$ cat src/rtl/port_arbiter.sv
// Output-port arbiter for a wormhole router.
// Round-robin choice among requesting inputs, then the port stays locked to the
// winner until its tail flit moves or the packet reaches MAX_PKT flits.

module port_arbiter #(
    parameter int unsigned N_IN    = 5,
    parameter int unsigned MAX_PKT = 16
) (
    input  logic            clk,
    input  logic            rst_n,
    input  logic            en,
    input  logic [N_IN-1:0] req,
    input  logic [N_IN-1:0] tail,
    input  logic            out_ready,
    output logic [N_IN-1:0] grant,
    output logic [2:0]      sel,
    output logic            xfer,
    output logic            pkt_err
);

    localparam int unsigned SelW    = 3;
    localparam int unsigned CntW    = 8;
    localparam logic [CntW-1:0] LastCnt = CntW'(MAX_PKT - 1);

    typedef enum logic {
        StIdle,
        StBusy
    } state_e;

    state_e            state_q, state_d;
    logic [N_IN-1:0]   grant_q, grant_d;
    logic [SelW-1:0]   sel_q, sel_d;
    logic [SelW-1:0]   rr_ptr_q, rr_ptr_d;
    logic [CntW-1:0]   flit_cnt_q, flit_cnt_d;
    logic              pkt_err_q, pkt_err_d;

    logic              pick_valid;
    logic [SelW-1:0]   pick_idx;
    logic              owner_req;
    logic              owner_tail;
    logic              xfer_int;
    logic              pkt_end;
    int unsigned       idx;

    // Round-robin search: first set req bit starting just after the last owner.
    always_comb begin
        pick_valid = 1'b0;
        pick_idx   = '0;
        idx        = 0;
        for (int unsigned i = 1; i <= N_IN; i++) begin
            idx = (int'(rr_ptr_q) + i) % N_IN;
            if (!pick_valid && req[idx]) begin
                pick_valid = 1'b1;
                pick_idx   = SelW'(idx);
            end
        end
    end

    // Owner-qualified request/tail; grant is one-hot so masking equals indexing by sel.
    always_comb begin
        owner_req  = |(req & grant_q);
        owner_tail = |(tail & grant_q);
        xfer_int   = en & (state_q == StBusy) & owner_req & out_ready;
        pkt_end    = owner_tail | (flit_cnt_q == LastCnt);
    end

    // Next-state logic: arbitrate when idle, count flits and release when busy.
    always_comb begin
        state_d    = state_q;
        grant_d    = grant_q;
        sel_d      = sel_q;
        rr_ptr_d   = rr_ptr_q;
        flit_cnt_d = flit_cnt_q;
        pkt_err_d  = pkt_err_q;
        unique case (state_q)
            StIdle: begin
                if (en && pick_valid) begin
                    state_d    = StBusy;
                    grant_d    = N_IN'(1) << pick_idx;
                    sel_d      = pick_idx;
                    flit_cnt_d = '0;
                end
            end
            StBusy: begin
                if (xfer_int) begin
                    flit_cnt_d = flit_cnt_q + 1'b1;
                    if (pkt_end) begin
                        // Release; the following IDLE cycle re-arbitrates.
                        state_d  = StIdle;
                        grant_d  = '0;
                        sel_d    = '0;
                        rr_ptr_d = sel_q;
                        if (!owner_tail) begin
                            pkt_err_d = 1'b1;
                        end
                    end
                end
            end
            default: begin
                state_d = StIdle;
                grant_d = '0;
                sel_d   = '0;
            end
        endcase
    end

    // State register with asynchronous active-low reset; en=0 freezes everything.
    always_ff @(posedge clk or negedge rst_n) begin
        if (!rst_n) begin
            state_q    <= StIdle;
            grant_q    <= '0;
            sel_q      <= '0;
            rr_ptr_q   <= SelW'(N_IN - 1);
            flit_cnt_q <= '0;
            pkt_err_q  <= 1'b0;
        end else if (en) begin
            state_q    <= state_d;
            grant_q    <= grant_d;
            sel_q      <= sel_d;
            rr_ptr_q   <= rr_ptr_d;
            flit_cnt_q <= flit_cnt_d;
            pkt_err_q  <= pkt_err_d;
        end
    end

    // Drive outputs; xfer is gated by rst_n so nothing moves while reset is held.
    always_comb begin
        grant   = grant_q;
        sel     = sel_q;
        xfer    = xfer_int & rst_n;
        pkt_err = pkt_err_q;
    end

    // Structural invariants of the lock.
    a_grant_onehot0 : assert property (@(posedge clk) disable iff (!rst_n) $onehot0(grant_q));
    a_busy_has_owner : assert property (@(posedge clk) disable iff (!rst_n)
        (state_q == StBusy) == (grant_q != '0));

endmodule

$ cat config.mk
export PLATFORM = sky130hd
export DESIGN_NAME = port_arbiter
export DESIGN_NICKNAME = d
export VERILOG_FILES = /design/src/rtl/port_arbiter.sv
export SDC_FILE = /design/constraint.sdc
export NUM_CORES = 1
export LEC_CHECK = 0
export BUFFER_PORTS_ARGS = -buffer_cell sky130_fd_sc_hd__buf_2
export CORE_MARGIN = 2
export CORE_UTILIZATION = 45
export DETAILED_ROUTE_END_ITERATION = 7
export MAX_ROUTING_LAYER = met4
export REMOVE_ABC_BUFFERS = 1
export SLEW_MARGIN = 25
export SYNTH_ARGS = -nofsm -noshare
export SYNTH_HDL_FRONTEND = slang
export SYNTH_SLANG_ARGS = --single-unit
export TNS_END_PERCENT = 20
$ cat constraint.sdc
create_clock -name clk -period 6.4 [get_ports clk]
set_input_delay 0.64 -clock clk [delete_from_list [all_inputs] [get_ports clk]]
set_output_delay 0.64 -clock clk [all_outputs]
set_load 0.05 [all_outputs]
==> results_dict.tcl, run 1 <==
set metrics [dict create \
    fin_ws_ns 1.01 \
    io_pins 24 \
    final_cells 470 \
    pre_cts_ws_ns 1.14 \
    antenna_found_initial 0 \
    ctsHoldBuffers 0 \
    tightest_slew_ns 0.675 \
    clock_latency_ns 0.27 \
    antenna_cells 0 \
    place_congestion 0.940 \
    fin_skew_ns 0.00531 \
    drv_slew 0 \
    synthArstFlopShare_pct 100 \
    n_fill_cell 644 \
    timing.final.crit_share_pct 84.1 \
    finalHoldViolCount 0 \
    cp_max_fo 14 \
    yosys_register_bits 21 \
    numCtsBuffers 3 \
    synth_flop_cell "dfrtp_1" \
    ys_warn_count 0 \
    post_cts_resized 0 \
    cts_setup_buffers 0 \
    placed_cell_area_um2 3200 \
    end_kind "flip-flop" \
    drive_above_1_share_pct 16.2 \
    yosys.area.top_type "dfrtp_1" \
    vias 2966 \
    startpoint_type "flip-flop" \
    fp.dieArea_um2 7490 \
    die_x_um 86.5 \
    r2r_cells 16 \
    placed_cells 466 \
    areaGrowthSynthToFinish_pct 5.88 \
    clk_pin_slew_ns 0.08 \
    period_needed_ns 5.39 \
    status "complete, no violations" \
    synth-edff-count 0 \
    gr-usage-all-layers_pct 24.5 \
    ys_types 78 \
    io_buffers 23 \
    fmax_mhz 186 \
    cts_root_buf "clkbuf_8" \
    drtIter0Drc 161 \
    dp_hpwl_um 6310 \
    die_h_um 86.5 \
    grt_pass1_vias 2873 \
    drcViolationCount 0 \
    hold_path_class "primary input to async pin" \
    synth_cells 379 \
    yosys.area.top_type_share_pct 16.3 \
    ys_top_cells_by_area "dfrtp_1 (16%), ha_1 (11%), nand2_1 (4.3%)" \
    yosysSeqAreaShare_pct 17.2 \
    coreArea_um2 6680 \
    start_util_pct 45.9 \
    routed_wl_um 8480 \
    worstReg2RegEnd "sel[0]$_DFFE_PN0P_" \
    rsz0062_at_grt "no" \
    r2r_setup_slack_ns 1.01 \
    vias_per_cell 6.31 \
    clockBufferDepth 2 \
    finalSetupTns_ns 0 \
    firstDrtPassIters 5 \
    cp.arrival_ns 5.54 \
    ant_nets 0 \
    grt_pass1_wl_um 14400 \
    relSlewSlack_pct 54.6 \
    path_class "flip-flop to flip-flop" \
    rows 30 \
    htreeDepth 1 \
    netlist_area_um2 3070 \
    grt_overflow 0 \
    seq_area_um2 527 \
    worstPathRequired_ns 6.56 \
    nets 433 \
    wire_per_inst_um 18.1 \
    startpoint "rr_ptr_q[2]$_DFFE_PN1P_" \
    cts.sinks 21 \
    cp-endpoint "sel[0]$_DFFE_PN0P_" \
    cts_tree "done" \
    design_area_um2 3250 \
    maxCapViolCount 0 \
    setup_viol_count_final 0 \
    r2r_start "rr_ptr_q[2]$_DFFE_PN1P_" \
    syn_avg_cell_area_um2 8.09 \
    multi_input_area_um2 2330 \
    grt_max_degree 32 \
]
-- cells in the mapped netlist, types with 7 or more instances --
library cell  instances
dfrtp_1              20
clkbuf_1              7
nand2_1              35
ha_1                 27
xnor2_1               8
buf_2                 8
a21oi_1              17
o21ai_0              22
o31ai_1               8
inv_1                24
nor2_1               24
a211oi_1              7
or3_1                 8
nor3_1               14
nand3_1              10
-- placed cells by master, fill, tap and decap left out, types with 4 or more instances in the layout --
| cell type | synthesis | routed |
|---|---|---|
| ha_1 | 27 | 27 |
| mux2i_1 | 6 | 6 |
| a211oi_1 | 7 | 7 |
| and2_1 | 4 | 4 |
| nor2_1 | 24 | 24 |
| or2_2 | 6 | 6 |
| o21ai_1 | 4 | 4 |
| dfrtp_1 | 20 | 20 |
| inv_1 | 24 | 24 |
| nand4_1 | 6 | 6 |
| and3_1 | 4 | 4 |
| or3_1 | 8 | 8 |
| nor3_1 | 14 | 14 |
| buf_4 | 1 | 4 |
| nor2b_1 | 5 | 5 |
| a31o_2 | 5 | 5 |
| a21oi_1 | 17 | 17 |
| xnor2_1 | 8 | 8 |
| nand3_1 | 10 | 10 |
| o21a_1 | 4 | 4 |
| o31ai_1 | 8 | 8 |
| a22o_1 | 5 | 5 |
| buf_2 | 8 | 23 |
| nand2b_1 | 6 | 6 |
| nand2_1 | 35 | 35 |
| xor2_1 | 5 | 5 |
| o21ai_0 | 22 | 22 |
-- routing by layer --
layer | up-vias | track usage [%] | share of wire, %
met3 | 14 | 1.90 | 4.1
li1 | 1450 | - | -
met1 | 1418 | 35.2 | 49
met4 | 0 | 6.96 | 1.6
met2 | 84 | 37.1 | 45
met5 | - | - | 0
-- stage by stage --
| step | util (%) | hold slack [ns] |
|---|---|---|
| floorplan | - | 0.344 |
| global placement | 47.9 | 0.454 |
| detailed placement | 47.9 | 0.464 |
| CTS | 48.6 | 0.343 |
| global route | 48.6 | 0.348 |
| finish | 48.6 | 0.325 |
-- registers in the layout, indices dropped and copies added (netlist names) --
name / count
grant: 5
rr_ptr_q: 3
state_q: 1
sel: 3
flit_cnt_q: 8
pkt_err: 1
-- cell type report --
type                       count  area share, %
multi-input combinational    313           71.9
sequential                    21           16.2
timing repair buffer          27           4.47
tap                           80           3.08
inverter                      25           2.89
clock buffer                   3           1.27
clock inverter                 1          0.154
-- worst max-delay path, cell delays in order (launching register included) --
cell      delay, ns
dfstp_2        0.80
inv_1          0.24
ha_1           0.45
o21ai_0        0.39
nand2_1        0.12
xnor2_1        0.17
ha_1           0.22
fa_1           0.42
a21boi_0       0.18
a31oi_1        0.33
or2_2          0.21
a21oi_1        0.07
o31ai_1        0.57
or3_1          0.24
o21a_1         0.43
nor2_1         0.17
a22o_1         0.26
-- logic make-up after synthesis --
kind of cell | after synthesis | share of synthesized area [%]
flops | 21 | 17.2
compound gates | 123 | 30.5
simple gates | 135 | 22.9
xor+xnor | 17 | 6.94
mux | 10 | 4.16
fa+ha+maj | 28 | 11.7
buf+inv | 45 | 6.69
-- worst min path at each step --
stage | startpoint | endpoint | slack (ns) | depth (start not counted)
2_1_floorplan | rst_n | flit_cnt_q[0]$_DFFE_PN0P_ | 0.34 | 0
3_3_place_gp | pkt_err$_DFFE_PN0P_ | pkt_err$_DFFE_PN0P_ | 0.45 | 1
3_5_place_dp | pkt_err$_DFFE_PN0P_ | pkt_err$_DFFE_PN0P_ | 0.46 | 1
4_1_cts | rst_n | flit_cnt_q[3]$_DFFE_PN0P_ | 0.34 | 1
5_1_grt | rst_n | flit_cnt_q[3]$_DFFE_PN0P_ | 0.35 | 1
6_report | rst_n | flit_cnt_q[3]$_DFFE_PN0P_ | 0.32 | 1
Power of run 1 is not shown: default switching activity piles up to over one toggle a cycle in this logic, so the estimate is an artifact.
==> inputs of run 2 (changes only) <==
--- a/config.mk
+++ b/config.mk
@@ -5,11 +5,13 @@
 export SDC_FILE = /design/constraint.sdc
 export NUM_CORES = 1
 export LEC_CHECK = 0
+export ABC_AREA = 1
 export BUFFER_PORTS_ARGS = -buffer_cell sky130_fd_sc_hd__buf_2
 export CORE_MARGIN = 2
 export CORE_UTILIZATION = 45
 export DETAILED_ROUTE_END_ITERATION = 7
 export MAX_ROUTING_LAYER = met4
+export PLACE_DENSITY = 0.65
 export REMOVE_ABC_BUFFERS = 1
 export SLEW_MARGIN = 25
 export SYNTH_ARGS = -nofsm -noshare
==> constraint.sdc (replaced) <==
create_clock -name clk -period 4.7 [get_ports clk]
set_input_delay 0.47 -clock clk [delete_from_list [all_inputs] [get_ports clk]]
set_output_delay 0.47 -clock clk [all_outputs]
set_load 0.05 [all_outputs]
==> run 2 against run 1 <==
Against the previous run: global-route usage is 4.4 points lower; via count is 10% lower; cell area is 2.3% lower.
==> results_dict.tcl, run 2 <==
set metrics [dict create \
    status "complete, no violations" \
    top_register "flit_cnt_q" \
    die_h_um 84.7 \
    cp.arrival_ns 4.29 \
    vias 2662 \
    grt_pass1_wl_um 11700 \
    drtIter0Drc 85 \
    timing.final.crit_share_pct 87.3 \
    finalHoldViolCount 0 \
    path_class "flip-flop to flip-flop" \
    antenna_cells 0 \
    yosys.area.top_type_share_pct 17.1 \
    areaGrowthSynthToFinish_pct 8.15 \
    cts_tree "done" \
    drcViolationCount 0 \
    ys_top_cells_by_area "dfrtp_1 (17%), nand2_1 (15%), ha_1 (12%)" \
    drv_slew 0 \
    cp_slowest_cell "ha_1" \
    grt_pass1_vias 2613 \
    rsz0062_at_grt "no" \
    slowest_delay_ns 0.46 \
    ys_types 48 \
    cts_root_buf "clkbuf_8" \
    yosysSeqAreaShare_pct 18.0 \
    final_common_cell "nand2_1" \
    netlist_area_um2 2930 \
    vias_per_cell 5.12 \
    rows 29 \
    routed_wl_um 6530 \
    htreeDepth 1 \
    ir_drop_mv 0.134 \
    startpoint_type "flip-flop" \
    gr-usage-all-layers_pct 20.1 \
    grt_overflow 0 \
    seq_area_um2 527 \
    dp_hpwl_um 5330 \
    synth_flop_cell "dfrtp_1" \
    synthArstFlopShare_pct 100 \
    clk_pin_slew_ns 0.07 \
    yosys.area.top_type "dfrtp_1" \
    finalSetupTns_ns 0 \
    p_leak_uw 0.00176 \
    relSlewSlack_pct 66.0 \
    drive_above_1_share_pct 26.0 \
    clockBufferDepth 2 \
    ant_nets 0 \
    synthTopCellsByCount "nand2_1 (116), inv_1 (48), nand3_1 (36)" \
    grt_max_degree 23 \
    setup_viol_count_final 0 \
    nets 486 \
    crit_chain "inv_1 > ha_1 > ha_1 > inv_1 > nand3_2 > nand2_2 > xor2_1 > ha_1 > inv_1 > or2_2 > nand2_2 > nand2_2 > nand2_1 > nor2_1 > a21oi_1 > nand2b_1 > nand2_1 > nand3_4 > nand2_4 > a21oi_4 > nand2_1 > o21ai_2" \
    numCtsBuffers 3 \
    cts.sinks 21 \
    cp_max_fo 11 \
    ys_warn_count 0 \
    wire_per_inst_um 12.6 \
    io_buffers 23 \
    layout_common_cells "nand2_1 (116), inv_1 (48), nand3_1 (36)" \
    multi_input_area_um2 2150 \
    fin_skew_ns 0.00245 \
    worst-path-buf-inv 3 \
    tightest_slew_ns 0.505 \
    crit_family "simple AND/OR/NAND/NOR gates" \
    antenna_found_initial 0 \
    period_needed_ns 4.10 \
    place_congestion 0.844 \
    cts_setup_buffers 0 \
    maxCapViolCount 0 \
    hold_path_class "primary input to async pin" \
    worstPathRequired_ns 4.89 \
    end_kind "flip-flop" \
    n_fill_cell 638 \
    synth.most_common_cell "nand2_1" \
    io_pins 24 \
    fp.dieArea_um2 7180 \
    die_x_um 84.7 \
    synth_cells 420 \
    largest_reg_flops 8 \
    yosys_register_bits 21 \
    power_density_nw_per_um2 108 \
    firstDrtPassIters 4 \
    post_cts_resized 0 \
    start_util_pct 46.4 \
    fmax_mhz 244 \
    clock_latency_ns 0.26 \
    coreArea_um2 6310 \
    hold_ws_ns 0.169 \
    syn_avg_cell_area_um2 6.98 \
    synth-edff-count 0 \
    ctsHoldBuffers 0 \
]
[run 2: cell families (layout without fill, tap and decap cells)]
logic type | after synthesis | count (layout) | synth area share [%]
xor gates and xnor gates | 8 | 8 | 2.65
and+or+nand+nor | 260 | 260 | 48.3
adders and majority gates | 28 | 28 | 12.2
buffers and inverters | 64 | 87 | 8.71
AOI/OAI and AO/OA | 39 | 39 | 10.2
DFF | 21 | 21 | 18.0
[run 2: layer usage]
layer  routed length, um  global-route usage (%)  vias up
met5                   0                       -        -
met4                  89                    4.76        0
met3                 103                    1.18       10
met2                3140                    33.7       37
met1                3200                    26.7     1207
li1                    -                       -     1408
[run 2: worst paths after layout]
kind | from | end | slack (ns) | depth (start not counted)
max | rr_ptr_q[1]$_DFFE_PN0P_ | flit_cnt_q[3]$_DFFE_PN0P_ | 0.60 | 22
min | rst_n | grant[2]$_DFFE_PN0P_ | 0.17 | 1
max reg2reg | rr_ptr_q[1]$_DFFE_PN0P_ | flit_cnt_q[3]$_DFFE_PN0P_ | 0.60 | 22
min reg2reg | pkt_err$_DFFE_PN0P_ | pkt_err$_DFFE_PN0P_ | 0.49 | 1
max in group asynchronous | rst_n | rr_ptr_q[2]$_DFFE_PN1P_ | 4.18 | 1
min in group clk | pkt_err$_DFFE_PN0P_ | pkt_err$_DFFE_PN0P_ | 0.49 | 1
[run 2: metrics by stage]
stage | std cells | util [%] | instance area (um^2) | setup slack [ns] | total power (uW)
after floorplan | 414 | - | 2900 | 0.751 | 210
after global placement | 516 | 49.5 | 3130 | 0.626 | 227
after detailed placement | 516 | 49.5 | 3130 | 0.604 | 227
after CTS | 520 | 50.2 | 3170 | 0.561 | 346
after global routing | 520 | 50.2 | 3170 | 0.166 | 356
final | 520 | 50.2 | 3170 | 0.599 | 341
[run 2: final cells by class]
| cell class | count | share of cell area, % |
|---|---|---|
| well taps | 77 | 3.04 |
| flip-flops and latches | 21 | 16.6 |
| multi-input cells | 335 | 67.8 |
| clock buffers | 4 | 1.42 |
| repair buffers | 25 | 4.10 |
| inverters | 58 | 7.02 |
[run 2: report_power, final]
part | switching [uW] | leakage (uW) | internal (uW)
combinational | 29.0 | 0.00149 | 13.8
clock | 57.2 | 0.0000228 | 60.4
sequential | 0 | 0.000248 | 181
Note: power is estimated with default switching activity, not from simulation.
